==> src/rtl/muldiv_sequencer.sv <==
// Iterative MULT/MULTU/DIV/DIVU unit with HI/LO registers beside the EX-stage ALU.
// One op runs WIDTH shift-add / restoring-divide steps, then a sign-fix edge writes HI/LO.
module muldiv_sequencer #(
  parameter int               WIDTH     = 32,
  parameter logic [WIDTH-1:0] DIV0_QUOT = {WIDTH{1'b1}}
) (
  input  logic             clk,
  input  logic             reset,
  input  logic             start,
  input  logic [1:0]       op,
  input  logic [WIDTH-1:0] In1,
  input  logic [WIDTH-1:0] In2,
  input  logic             hi_we,
  input  logic             lo_we,
  input  logic [WIDTH-1:0] wdata,
  input  logic             hilo_read,
  output logic [WIDTH-1:0] HI,
  output logic [WIDTH-1:0] LO,
  output logic             busy,
  output logic             done,
  output logic             stall
);

  localparam int CW = $clog2(WIDTH);
  localparam logic [CW-1:0] CNT_LAST = CW'(WIDTH - 1);

  typedef enum logic [1:0] {IDLE, RUN, FIX} state_t;

  state_t             state;
  logic [CW-1:0]      cnt;
  logic               is_div;
  logic               neg_q;
  logic               neg_r;
  logic               div0;
  logic [WIDTH-1:0]   opa;
  logic [2*WIDTH-1:0] acc;

  logic [WIDTH-1:0]   abs1, abs2;
  logic               op_signed;
  logic [WIDTH:0]     mul_sum;
  logic [2*WIDTH-1:0] mul_next;
  logic [WIDTH:0]     div_r, div_d;
  logic               div_ge;
  logic [2*WIDTH-1:0] div_next;
  logic [2*WIDTH-1:0] prod_fix;
  logic [WIDTH-1:0]   quot_fix, rem_fix;

  always_comb begin
    op_signed = ~op[0];
    abs1 = (op_signed && In1[WIDTH-1]) ? -In1 : In1;
    abs2 = (op_signed && In2[WIDTH-1]) ? -In2 : In2;

    // Multiplier sits in the low half and shifts out as the product shifts in.
    mul_sum  = {1'b0, acc[2*WIDTH-1:WIDTH]} + {1'b0, opa};
    mul_next = acc[0] ? {mul_sum, acc[WIDTH-1:1]} : {1'b0, acc[2*WIDTH-1:1]};

    // Remainder in the high half, dividend/quotient in the low half.
    div_r    = acc[2*WIDTH-1:WIDTH-1];
    div_d    = div_r - {1'b0, opa};
    div_ge   = (div_r >= {1'b0, opa});
    div_next = {(div_ge ? div_d[WIDTH-1:0] : div_r[WIDTH-1:0]), acc[WIDTH-2:0], div_ge};

    prod_fix = neg_q ? -acc : acc;
    quot_fix = div0 ? DIV0_QUOT : (neg_q ? -acc[WIDTH-1:0] : acc[WIDTH-1:0]);
    rem_fix  = neg_r ? -acc[2*WIDTH-1:WIDTH] : acc[2*WIDTH-1:WIDTH];
  end

  assign busy  = (state != IDLE);
  assign stall = (start | hilo_read) & busy;

  always_ff @(posedge clk) begin
    if (reset) begin
      state  <= IDLE;
      cnt    <= '0;
      is_div <= 1'b0;
      neg_q  <= 1'b0;
      neg_r  <= 1'b0;
      div0   <= 1'b0;
      opa    <= '0;
      acc    <= '0;
      HI     <= '0;
      LO     <= '0;
      done   <= 1'b0;
    end else begin
      done <= 1'b0;
      case (state)
        IDLE: begin
          if (hi_we) HI <= wdata;
          if (lo_we) LO <= wdata;
          if (start) begin
            state  <= RUN;
            cnt    <= '0;
            is_div <= op[1];
            neg_q  <= op_signed & (In1[WIDTH-1] ^ In2[WIDTH-1]);
            neg_r  <= op_signed & In1[WIDTH-1];
            div0   <= op[1] & (In2 == '0);
            if (op[1]) begin
              opa <= abs2;
              acc <= {{WIDTH{1'b0}}, abs1};
            end else begin
              opa <= abs1;
              acc <= {{WIDTH{1'b0}}, abs2};
            end
          end
        end
        RUN: begin
          acc <= is_div ? div_next : mul_next;
          cnt <= cnt + 1'b1;
          if (cnt == CNT_LAST) state <= FIX;
        end
        FIX: begin
          if (is_div) begin
            HI <= rem_fix;
            LO <= quot_fix;
          end else begin
            HI <= prod_fix[2*WIDTH-1:WIDTH];
            LO <= prod_fix[WIDTH-1:0];
          end
          done  <= 1'b1;
          state <= IDLE;
        end
        default: state <= IDLE;
      endcase
    end
  end

endmodule

==> config.mk <==
export PLATFORM = sky130hd
export DESIGN_NAME = muldiv_sequencer
export DESIGN_NICKNAME = d
export VERILOG_FILES = /design/src/rtl/muldiv_sequencer.sv
export SDC_FILE = /design/constraint.sdc
export NUM_CORES = 1
export LEC_CHECK = 0
export CORE_AREA = 4 4 211 213
export CTS_CLUSTER_SIZE = 30
export DETAILED_ROUTE_END_ITERATION = 8
export DIE_AREA = 0 0 215 217
export GPL_TIMING_DRIVEN = 0
export MAX_ROUTING_LAYER = met4
export PLACE_DENSITY_LB_ADDON = 0.15
export SLEW_MARGIN = 40
export SYNTH_ARGS = -nofsm -noshare
export SYNTH_HDL_FRONTEND = slang
export SYNTH_SLANG_ARGS = --single-unit
export TNS_END_PERCENT = 30
==> constraint.sdc <==
create_clock -name clk -period 2.9 [get_ports clk]
set_clock_uncertainty 0.05 [all_clocks]
set_input_delay 0.58 -clock clk [delete_from_list [all_inputs] [get_ports clk]]
set_output_delay 0.58 -clock clk [all_outputs]
set_load 0.05 [all_outputs]
==> metrics.md <==
| Metric | Value |
|---|---|
| Initial antenna violation count | `0` |
| Fin crit share | `106%` |
| Max FO, Critical Path | `6` |
| Total power divided by cell area | `465 nW/um2` |
| Static Leak | `7.24 nW` |
| Number of buffers and inverters on the critical path | `1` |
| CP startpoint kind | `register` |
| Place WS | `-1.51 ns` |
| Post-layout min period | `3.08 ns` |
| Max Root-Sink Buffers | `2` |
| Synth unique cells | `84` |
| Chip width | `215 um` |
| Fmax | `324 MHz` |
| Post-Synthesis Cell Area | `14800 um2` |
| Critical path data required time | `3.19 ns` |
| TritonCTS clock tree | `done` |
| Sequential fraction of design power | `30.0%` |
| DRC viols | `0` |
| Worst slew pin tran | `0.949 ns` |
| TritonCTS buffer count | `17` |
| Clock Power Share | `27.0%` |
| Core area | `42700 um2` |
| Post-synth EDFFs | `0` |
| Die Y | `217 um` |
| Die area | `46700 um2` |
| Maximum vdd drop | `0.381 mV` |
| Worst-Skew Late Latency | `0.47 ns` |
| Psw | `0.00385 W` |
| Vias per cell | `6.12` |
| Hold Fails Final Rpt | `0` |
| CP endpoint kind | `register` |
| Area grow syn2layout | `35.4%` |
| Share of cells above drive strength 1 | `18.4%` |
| Final WL | `73.8 mm` |
| CP max-delay cell | `or4_4` |
| CP max stage delay | `0.51 ns` |
| Final core occ | `47.0%` |
| Finished Layout Cells | `2839` |
| First-pass GRT wire length | `108 mm` |
| Drt first pass iters | `5` |
| Input/output buffers | `169` |
| RSZ-0062 raised after global routing | `yes` |
| Commonest cells post-synth | `219 x a21oi_1, 215 x nand2_1, 180 x nor2_1` |
| Fin nets | `2456` |
| Synthesized flop and latch total | `172` |
| Worst rel slew slack | `36.7%` |
| WS Path Type | `register to register` |
| GRT Total Usage | `31.0%` |
| Syn_nets | `2206` |
| Crit path DAT | `3.37 ns` |
| Violated checks | `negative setup slack` |
| Antenna-violating nets left | `0` |
| Number of global-route vias before repair | `16700` |
| Drt wl/cell | `26.0 um` |
| Placed cells | `2746` |
| Hold WC Path Type | `register to register` |
| Status | `complete, but fails checks` |
| Synth top area cells | `dfxtp_1 23%, a21oi_1 7.4%, xnor2_1 6.2%` |
| # clock sinks | `172` |
| Setup ws final | `-0.182 ns` |
| CP dominant cell by count | `or4_4` |
| Crit path max-delay family | `simple AND/OR/NAND/NOR gates` |
| Final setup viols | `29` |
| Hold WS | `0.405 ns` |
| Grt ovf | `0` |
| Critical-path cell list | `or3_4 > or4_4 > or4_4 > buf_4 > o21a_4 > o41ai_4 > xor2_1 > a211oi_1 > a21oi_1 > nor2_1` |
| Setup TNS | `-2.04 ns` |
| FFs w/ async S/R, synth | `0%` |
| Fin. max-slew vios | `0` |
| Floorplan row count | `76` |
| Most frequent cell after synthesis | `a21oi_1` |
| Via count | `17400` |
| # IOs | `171` |
| Register clock-pin slew on the reported worst setup and hold paths | `0.07 ns` |
| 1st-iter DRT viols | `1724` |
| Ys flop type | `dfxtp_1` |
| Mapped Cells | `2030` |
| Internal | `0.00548 W` |
| Clock tree root buffer cell | `clkbuf_16` |
| Share of the synthesized area in the top cell type | `23.2%` |
| Global placer's final weighted congestion | `0.981` |
| Mean post-synth cell area | `7.30 um2` |
| Max-cap violation count | `0` |
| Yosys top cell by area | `dfxtp_1` |
| Largest net degree at the start of global routing | `17` |
| YS warnings | `0` |
| Net Sw Frac | `41.3%` |
| Starting density of the core | `34.7%` |
| # H-tree levels | `4` |
| Sequential share of the synthesized area | `23.2%` |
| Power share of the combinational group | `43.0%` |
| N_diodes | `0` |
| DP HPWL | `57.5 mm` |
[layout by cell type (no fill, tap or decap), types with 22 or more instances in the layout]
| master | n |
|---|---|
| a211oi_1 | 64 |
| a21o_1 | 24 |
| a21oi_1 | 200 |
| a31oi_1 | 22 |
| buf_4 | 67 |
| clkbuf_1 | 102 |
| clkdlybuf4s50_1 | 161 |
| dfxtp_1 | 114 |
| dfxtp_2 | 24 |
| dfxtp_4 | 34 |
| ha_1 | 38 |
| inv_1 | 55 |
| mux2i_1 | 45 |
| nand2_1 | 207 |
| nand3_1 | 31 |
| nor2_1 | 167 |
| nor3_1 | 35 |
| o211ai_1 | 35 |
| o21ai_0 | 111 |
| o21ai_1 | 26 |
| o221ai_1 | 34 |
| xnor2_1 | 98 |
| xor2_1 | 59 |
[metal layers]
layer  wire, um  vias to the layer above  GRT usage [%]
met4       2810                        0           9.13
met5          0                        -              -
met1      31800                     8330           41.6
met2      33100                      875           48.4
met3       6140                      168           4.85
li1           -                     8012              -
[kinds of logic (layout without fill, tap and decap cells)]
group,Yosys count,count (layout),share of synthesized area (%)
buffers and inverters,216,479,5.58
multiplexers,49,49,3.33
flip-flops,172,172,23.2
AO/OA/AOI/OAI,746,746,32.9
XOR/XNOR,167,167,9.87
AND/OR/NAND/NOR,608,608,18.9
adder cells (fa/ha/maj),72,72,6.18
[power groups by stage]
stage	Clock (W)	Sequential (W)	Combinational (W)
after detailed placement	0	0.00282	0.00320
after floorplan	0	0.00291	0.00189
after global routing	0.00259	0.00281	0.00426
after global placement	0	0.00282	0.00319
final	0.00252	0.00280	0.00402
after CTS	0.00251	0.00278	0.00365
[stage by stage]
stage | power (W) | area (um2)
after floorplan | 0.00480 | 14800
after global placement | 0.00601 | 17200
after global routing | 0.00965 | 20100
after CTS | 0.00894 | 19100
after detailed placement | 0.00602 | 17200
final | 0.00933 | 20100
[sequential cells by signal, summed over array words and instances, names as in the netlist]
name / count
neg_q: 1
HI: 32
acc: 64
cnt: 5
div0: 1
done: 1
opa: 32
is_div: 1
neg_r: 1
LO: 32
state: 2
[timing repair]
action,in CTS,in global routing
gates cloned,1,1
setup buffers,46,32
pin swaps,62,100
hold buffers,0,0
resized for setup,261,187
endpoints found under the setup margin,130,97
[layout make-up]
| type | instances | area [um2] |
|---|---|---|
| buffer | 132 | 572 |
| clock buffer | 18 | 429 |
| clock inverter | 14 | 180 |
| fill | 4330 | 22600 |
| inverter | 65 | 249 |
| multi-input combinational | 1642 | 12000 |
| sequential | 172 | 3600 |
| tap | 546 | 683 |
| timing repair buffer | 250 | 2390 |
[path summary, 6_finish.rpt]
path | from | end | slack, ns | cells past startpoint
worst max-delay path | acc[23] | HI[8] | -0.18 | 10
worst min-delay path | LO[14] | LO[14] | 0.40 | 2
worst max register to register | acc[23] | HI[8] | -0.18 | 10
worst min register to register | LO[14] | LO[14] | 0.40 | 2
[worst register-to-register path: stages (launching register included)]
cell	delay, ns
dfxtp_4	0.35
or3_4	0.39
or4_4	0.44
or4_4	0.51
buf_4	0.18
o21a_4	0.26
o41ai_4	0.24
xor2_1	0.25
a211oi_1	0.11
a21oi_1	0.13
nor2_1	0.05
Note: power is estimated with default switching activity, not from simulation.
